==> src/rtl/quad_emu_pkg.sv <==
// Shared constants, types and helpers for the quad_emu trackball/spinner emulator.
// Imported by the interface, the per-axis channel and the top level.
package quad_emu_pkg;

    localparam int unsigned MODE_CLKDIR = 0;
    localparam int unsigned MODE_QUAD   = 1;

    // Width of one axis slice of the incoming motion packet.
    localparam int unsigned DELTA_W = 9;

    typedef enum logic [1:0] {
        SPEED_X1      = 2'd0,
        SPEED_X2      = 2'd1,
        SPEED_HALF    = 2'd2,
        SPEED_QUARTER = 2'd3
    } speed_e;

    typedef logic [DELTA_W-1:0] delta_t;

    // Two-phase encoder pattern for a free-running phase: 00, 01, 11, 10.
    function automatic logic [1:0] gray2(input logic [1:0] phase);
        return {phase[1], phase[1] ^ phase[0]};
    endfunction

endpackage

==> src/rtl/quad_emu_if.sv <==
// Motion-packet input and encoder-output bundle between the input adapters,
// the emulator and the game's encoder latches.
interface quad_emu_if #(
    parameter int unsigned AXES = 2
);
    import quad_emu_pkg::*;

    logic                    in_valid;
    logic [AXES*DELTA_W-1:0] in_delta;
    logic [1:0]              speed;
    logic [AXES-1:0]         flip;
    logic [AXES-1:0]         q_a;
    logic [AXES-1:0]         q_b;
    logic [AXES-1:0]         busy;

    modport master (
        output in_valid, in_delta, speed, flip,
        input  q_a, q_b, busy
    );

    modport slave (
        input  in_valid, in_delta, speed, flip,
        output q_a, q_b, busy
    );

endinterface

==> src/rtl/quad_emu_axis.sv <==
// One emulator channel: delta scaler, saturating signed backlog, backlog-paced
// step divider and clock/direction or quadrature output stage.
module quad_emu_axis
    import quad_emu_pkg::*;
#(
    parameter int unsigned MODE       = MODE_CLKDIR,
    parameter int unsigned ACC_W      = 10,
    parameter int unsigned BASE_DIV   = 3500,
    parameter int unsigned RATE_SHIFT = 4
) (
    input  logic         clk,
    input  logic         reset,
    input  logic         in_valid,
    input  delta_t       delta,
    input  logic [1:0]   speed,
    input  logic         flip,
    output logic         q_a,
    output logic         q_b,
    output logic         busy
);

    // Wide enough that acc + scaled +/- 1 can never wrap before saturation.
    localparam int unsigned SUM_W = ACC_W + DELTA_W + 3;

    localparam logic signed [SUM_W-1:0] SUM_ONE = {{(SUM_W-1){1'b0}}, 1'b1};
    localparam logic signed [SUM_W-1:0] SAT_MAX = {{(SUM_W-ACC_W+1){1'b0}}, {(ACC_W-1){1'b1}}};
    localparam logic signed [SUM_W-1:0] SAT_MIN = -SAT_MAX;

    logic signed [ACC_W-1:0] acc_q, acc_d;
    logic [31:0]             cnt_q, cnt_d;
    logic                    qa_q, qb_q, busy_q;
    logic                    qa_d, qb_d;

    logic                    neg_in;
    logic [DELTA_W-1:0]      mag_in;
    logic [DELTA_W:0]        mag_sc;
    logic signed [SUM_W-1:0] scaled;
    logic signed [SUM_W-1:0] acc_ext;
    logic signed [SUM_W-1:0] sum;

    logic                    acc_neg;
    logic [ACC_W-1:0]        acc_abs;
    logic [31:0]             abs_u;
    logic [31:0]             mag_u;
    logic [31:0]             period;
    logic                    step;
    logic                    dir_neg;

    // Scale the magnitude so right shifts truncate toward zero, then restore sign.
    always_comb begin
        neg_in = delta[DELTA_W-1];
        mag_in = neg_in ? -delta : delta;
        case (speed_e'(speed))
            SPEED_X1:      mag_sc = {1'b0, mag_in};
            SPEED_X2:      mag_sc = {mag_in, 1'b0};
            SPEED_HALF:    mag_sc = {2'b00, mag_in[DELTA_W-1:1]};
            SPEED_QUARTER: mag_sc = {3'b000, mag_in[DELTA_W-1:2]};
            default:       mag_sc = {1'b0, mag_in};
        endcase
        scaled = {{(SUM_W-DELTA_W-1){1'b0}}, mag_sc};
        if (neg_in) begin
            scaled = -scaled;
        end
    end

    always_comb begin
        acc_neg = acc_q[ACC_W-1];
        acc_abs = acc_neg ? -acc_q : acc_q;
        abs_u   = 32'(acc_abs);
        mag_u   = (abs_u > 32'd255) ? 32'd255 : abs_u;
        period  = BASE_DIV + ((32'd255 - mag_u) << RATE_SHIFT);
        step    = (acc_q != '0) && (cnt_q >= period);
        dir_neg = acc_neg ^ flip;
    end

    // A packet and a step landing on the same cycle are both applied.
    always_comb begin
        acc_ext = {{(SUM_W-ACC_W){acc_q[ACC_W-1]}}, acc_q};
        sum     = acc_ext;
        if (in_valid) begin
            sum = sum + scaled;
        end
        if (step) begin
            sum = acc_neg ? sum + SUM_ONE : sum - SUM_ONE;
        end
        if (sum > SAT_MAX) begin
            acc_d = SAT_MAX[ACC_W-1:0];
        end else if (sum < SAT_MIN) begin
            acc_d = SAT_MIN[ACC_W-1:0];
        end else begin
            acc_d = sum[ACC_W-1:0];
        end
    end

    // cnt keeps running across a mid-period sign reversal of the backlog.
    always_comb begin
        if (acc_q == '0) begin
            cnt_d = '0;
        end else if (step) begin
            cnt_d = '0;
        end else begin
            cnt_d = cnt_q + 32'd1;
        end
    end

    if (MODE == MODE_QUAD) begin : g_quad
        logic [1:0] phase_q, phase_d;

        always_comb begin
            phase_d = phase_q;
            if (step) begin
                phase_d = dir_neg ? phase_q - 2'd1 : phase_q + 2'd1;
            end
            {qa_d, qb_d} = gray2(phase_d);
        end

        always_ff @(posedge clk) begin
            if (reset) begin
                phase_q <= 2'd0;
            end else begin
                phase_q <= phase_d;
            end
        end
    end else begin : g_clkdir
        always_comb begin
            qa_d = qa_q;
            qb_d = qb_q;
            if (step) begin
                qa_d = dir_neg;
                qb_d = ~qb_q;
            end
        end
    end

    always_ff @(posedge clk) begin
        if (reset) begin
            acc_q  <= '0;
            cnt_q  <= '0;
            qa_q   <= 1'b0;
            qb_q   <= 1'b0;
            busy_q <= 1'b0;
        end else begin
            acc_q  <= acc_d;
            cnt_q  <= cnt_d;
            qa_q   <= qa_d;
            qb_q   <= qb_d;
            busy_q <= (acc_d != '0);
        end
    end

    assign q_a  = qa_q;
    assign q_b  = qb_q;
    assign busy = busy_q;

endmodule

==> src/rtl/quad_emu.sv <==
// Multi-axis trackball/spinner emulator: slices the packed motion packet and
// runs one independent step channel per axis.
module quad_emu
    import quad_emu_pkg::*;
#(
    parameter int unsigned AXES       = 2,
    parameter int unsigned MODE       = MODE_CLKDIR,
    parameter int unsigned ACC_W      = 10,
    parameter int unsigned BASE_DIV   = 3500,
    parameter int unsigned RATE_SHIFT = 4
) (
    input  logic       clk,
    input  logic       reset,
    quad_emu_if.slave  bus
);

    for (genvar n = 0; n < AXES; n++) begin : g_axis
        quad_emu_axis #(
            .MODE       (MODE),
            .ACC_W      (ACC_W),
            .BASE_DIV   (BASE_DIV),
            .RATE_SHIFT (RATE_SHIFT)
        ) u_axis (
            .clk      (clk),
            .reset    (reset),
            .in_valid (bus.in_valid),
            .delta    (bus.in_delta[n*DELTA_W +: DELTA_W]),
            .speed    (bus.speed),
            .flip     (bus.flip[n]),
            .q_a      (bus.q_a[n]),
            .q_b      (bus.q_b[n]),
            .busy     (bus.busy[n])
        );
    end

endmodule

==> src/flat_wrapper.sv <==
// flat-port wrapper written by rule: the top's interface ports become plain ports
module quad_emu_flat import quad_emu_pkg::*;
#(
    parameter int unsigned AXES       = 2,
    parameter int unsigned MODE       = MODE_CLKDIR,
    parameter int unsigned ACC_W      = 10,
    parameter int unsigned BASE_DIV   = 3500,
    parameter int unsigned RATE_SHIFT = 4
)
  (clk, reset, bus_in_valid, bus_in_delta, bus_speed, bus_flip, bus_q_a, bus_q_b, bus_busy);
  quad_emu_if #(.AXES(AXES)) bus_i ();
  input  logic clk;
  input  logic reset;
  input wire logic [$bits(bus_i.in_valid)-1:0] bus_in_valid;
  input wire logic [$bits(bus_i.in_delta)-1:0] bus_in_delta;
  input wire logic [$bits(bus_i.speed)-1:0] bus_speed;
  input wire logic [$bits(bus_i.flip)-1:0] bus_flip;
  output wire logic [$bits(bus_i.q_a)-1:0] bus_q_a;
  output wire logic [$bits(bus_i.q_b)-1:0] bus_q_b;
  output wire logic [$bits(bus_i.busy)-1:0] bus_busy;
  assign bus_i.in_valid = bus_in_valid;
  assign bus_i.in_delta = bus_in_delta;
  assign bus_i.speed = bus_speed;
  assign bus_i.flip = bus_flip;
  assign bus_q_a = bus_i.q_a;
  assign bus_q_b = bus_i.q_b;
  assign bus_busy = bus_i.busy;
  quad_emu #(.AXES(AXES), .MODE(MODE), .ACC_W(ACC_W), .BASE_DIV(BASE_DIV), .RATE_SHIFT(RATE_SHIFT)) u_core (.clk(clk), .reset(reset), .bus(bus_i));
endmodule
==> config.mk <==
export PLATFORM = sky130hd
export DESIGN_NAME = quad_emu_flat
export DESIGN_NICKNAME = d
export VERILOG_FILES = /design/src/rtl/quad_emu_pkg.sv /design/src/rtl/quad_emu_if.sv /design/src/rtl/quad_emu_axis.sv /design/src/rtl/quad_emu.sv /design/src/flat_wrapper.sv
export SDC_FILE = /design/constraint.sdc
export NUM_CORES = 1
export LEC_CHECK = 0
export BUFFER_PORTS_ARGS = -buffer_cell sky130_fd_sc_hd__buf_2
export CAP_MARGIN = 20
export CORE_MARGIN = 5
export CORE_UTILIZATION = 45
export DETAILED_ROUTE_END_ITERATION = 12
export PLACE_DENSITY = 0.59
export SETUP_SLACK_MARGIN = 0.02
export SLEW_MARGIN = 20
export SYNTH_ARGS = -nofsm -noshare
export SYNTH_HDL_FRONTEND = slang
export SYNTH_HIERARCHICAL = 1
export SYNTH_SLANG_ARGS = --single-unit
==> constraint.sdc <==
create_clock -name clk -period 18.1 [get_ports clk]
set_input_delay 4.525 -clock clk [delete_from_list [all_inputs] [get_ports clk]]
set_output_delay 4.525 -clock clk [all_outputs]
set_load 0.1 [all_outputs]
==> metrics.cfg <==
[run_status]
status = finished, final reports clean

[layout]
area_growth_pct = 5.18
nets = 1933
drive_gt1_frac = 0.0676
design_area_sq_um = 13700
n_antenna_cell = 0
final_cell_mix = nand2_1, nor2_1, ha_1, a21oi_1, o21ai_0
fill_cells = 2899
instances_no_fill = 2145
mostFrequentLayoutCell = nand2_1

[global_routing]
grt_max_degree = 71
grt_pass1_wl_um = 57100
grt_usage = 0.203
antenna_found_initial = 0
grt_pass1_vias = 11800
overflow = 0

[routing]
dr.pass1.iters = 5
drc = 0
drtAntennaViolNets = 0
wl_per_cell_um = 16.0
routed_wirelength_um = 34300
drt_first_iter_violations = 694
vias_per_cell = 5.94
routed-via-count = 12700

[clocking]
path_clk_slew_ns = 0.07
post-cts-setup-buffers = 0
h-tree-depth = 3
cts_buffer_depth = 2
cts.repair.resized = 0
cts_made_buffers = 9
cts_root_buffer = clkbuf_16
cts.sinks = 90
cts_hold_buf = 0
clkLatencyLatePin_ns = 0.35
tritoncts = done

[timing]
post-route-period-util = 0.655
finalHoldViolCount = 0
rsz0062_at_grt = false
fin_crit_ns = 11.86
slew_viol_final = 0
tightest_slew_ns = 0.998
fmax_ghz = 0.0843
setup_viol = 0
setup_tns_ns = 0
fin_skew_ns = 0.00746
slew-limit-headroom = 0.326

[floorplanning]
io_pins = 31
fp.dieW_um = 180
die_h_um = 180
start_util = 0.453
core-area_sq_um = 28600
die_area_sq_um = 32300
rows = 62

[yosys]
async_flop_share = 0
ys.flop_type = dfxtp_1
yosysSeqAreaShare = 0.139
synth_edf_count = 0
yosys.area.top_type_share = 0.143
ys_types = 101
synthTopCellsByArea = ha_1, dfxtp_1, xor2_1
synth_area_per_cell_sq_um = 7.30
synth_warnings = 6
syn_area_sq_um = 13000
ys_seq_elements = 90
synth_top_cell_by_area = ha_1
postSynthCellCount = 1779

[pwr]
leakage_nw = 5.67
power.density_nw_per_um2 = 175
ir_drop_mv = 0.143

[placement]
portBuffers = 30
gp_congestion = 0.912
dp_hpwl_um = 26800
dp_cells = 2129
place_area_sq_um = 13400

[setup_path]
crit_arrival_ns = 12.07
critPathCaptureType = flip-flop
crit_fanout = 9
slowest_stage = or3b_2
crit_top_cell = ha_1
max_stage_delay_ns = 0.51
path_class = primary input to flip-flop
critPathLaunchType = primary input
critical_path_required_ns = 18.30

[min_path]
min_path_type = flip-flop to flip-flop

[run]
cap_violations = 0

-- metal layers --
metal / up-vias / GRT usage / share of wire
met4: 0 / 0.0405 / 0.013
met1: 5937 / 0.272 / 0.47
met3: 33 / 0.0214 / 0.035
li1: 6518 / - / -
met2: 251 / 0.355 / 0.48
met5: - / 0 / 0
-- where the power goes --
part / internal (mW) / leakage (nW) / switching (mW)
sequential: 0.221 / 0.734 / 0.0405
clock: 0.0958 / 0.132 / 0.0902
combinational: 0.748 / 4.81 / 1.20
total: 1.07 / 5.67 / 1.33
-- cell type report --
type	count	area [sq um]	area share
clock buffer	9	225	0.0165
clock inverter	7	62.6	0.00458
inverter	76	285	0.0209
multi-input combinational	1542	10600	0.776
sequential	90	1800	0.132
tap	384	480	0.0352
timing repair buffer	37	203	0.0148
-- cell families after synthesis --
family / synth area share
and+or+nand+nor: 0.246
AOI/OAI and AO/OA: 0.273
xor gates and xnor gates: 0.103
adders and majority gates: 0.149
buffers and inverters: 0.0466
DFF: 0.139
muxes: 0.0422
other: 0.00116
-- state kept, by name, indices dropped and copies added (netlist names) --
name / count
u_core/g_axis.u_axis/acc_q: 20
u_core/g_axis.u_axis/busy: 2
u_core/g_axis.u_axis/cnt_q: 64
u_core/g_axis.u_axis/q_a: 2
u_core/g_axis.u_axis/q_b: 2
-- critical path: cells and delay by family --
| kind | cells | cell delay [ns] |
|---|---|---|
| AOI/OAI and AO/OA | 14 | 3.40 |
| xor gates and xnor gates | 2 | 0.48 |
| adders and majority gates | 3 | 0.95 |
| buffers and inverters | 2 | 0.18 |
| and+or+nand+nor | 8 | 2.53 |
-- path summary, 6_finish.rpt --
check	startpoint	end	slack, ns	depth (start not counted)
worst max-delay path	bus_in_delta[0]	u_core/g_axis[0].u_axis/busy	6.24	29
worst min-delay path	u_core/g_axis[1].u_axis/cnt_q[0]	u_core/g_axis[1].u_axis/cnt_q[0]	0.48	1
worst max register to register	u_core/g_axis[0].u_axis/acc_q[2]	u_core/g_axis[0].u_axis/busy	12.08	22
worst min register to register	u_core/g_axis[1].u_axis/cnt_q[0]	u_core/g_axis[1].u_axis/cnt_q[0]	0.48	1
-- cell usage after synthesis, types with 21 or more instances --
cell	instances
or3_1	29
nand3_1	57
a21o_1	38
nor3_1	39
and3_1	21
mux2i_1	26
xor2_1	84
a21oi_1	139
clkbuf_1	62
xnor2_1	69
a211oi_1	22
o21ai_0	105
nor2_1	171
dfxtp_1	90
nand2_1	180
ha_1	148
inv_1	75
nand4_1	47
a31oi_1	21
-- stage by stage --
| step | power (mW) | hold slack, ns | utilization | setup WS, ns |
|---|---|---|---|---|
| 2_1_floorplan | 1.78 | 0.438 | - | 7.04 |
| 3_3_place_gp | 2.16 | 0.453 | 0.467 | 6.10 |
| 3_5_place_dp | 2.17 | 0.465 | 0.467 | 5.98 |
| 4_1_cts | 2.37 | 0.480 | 0.477 | 6.36 |
| 5_1_grt | 2.63 | 0.520 | 0.477 | 5.57 |
| 6_report | 2.39 | 0.482 | 0.477 | 6.24 |
(Power assumes the default switching activity.)
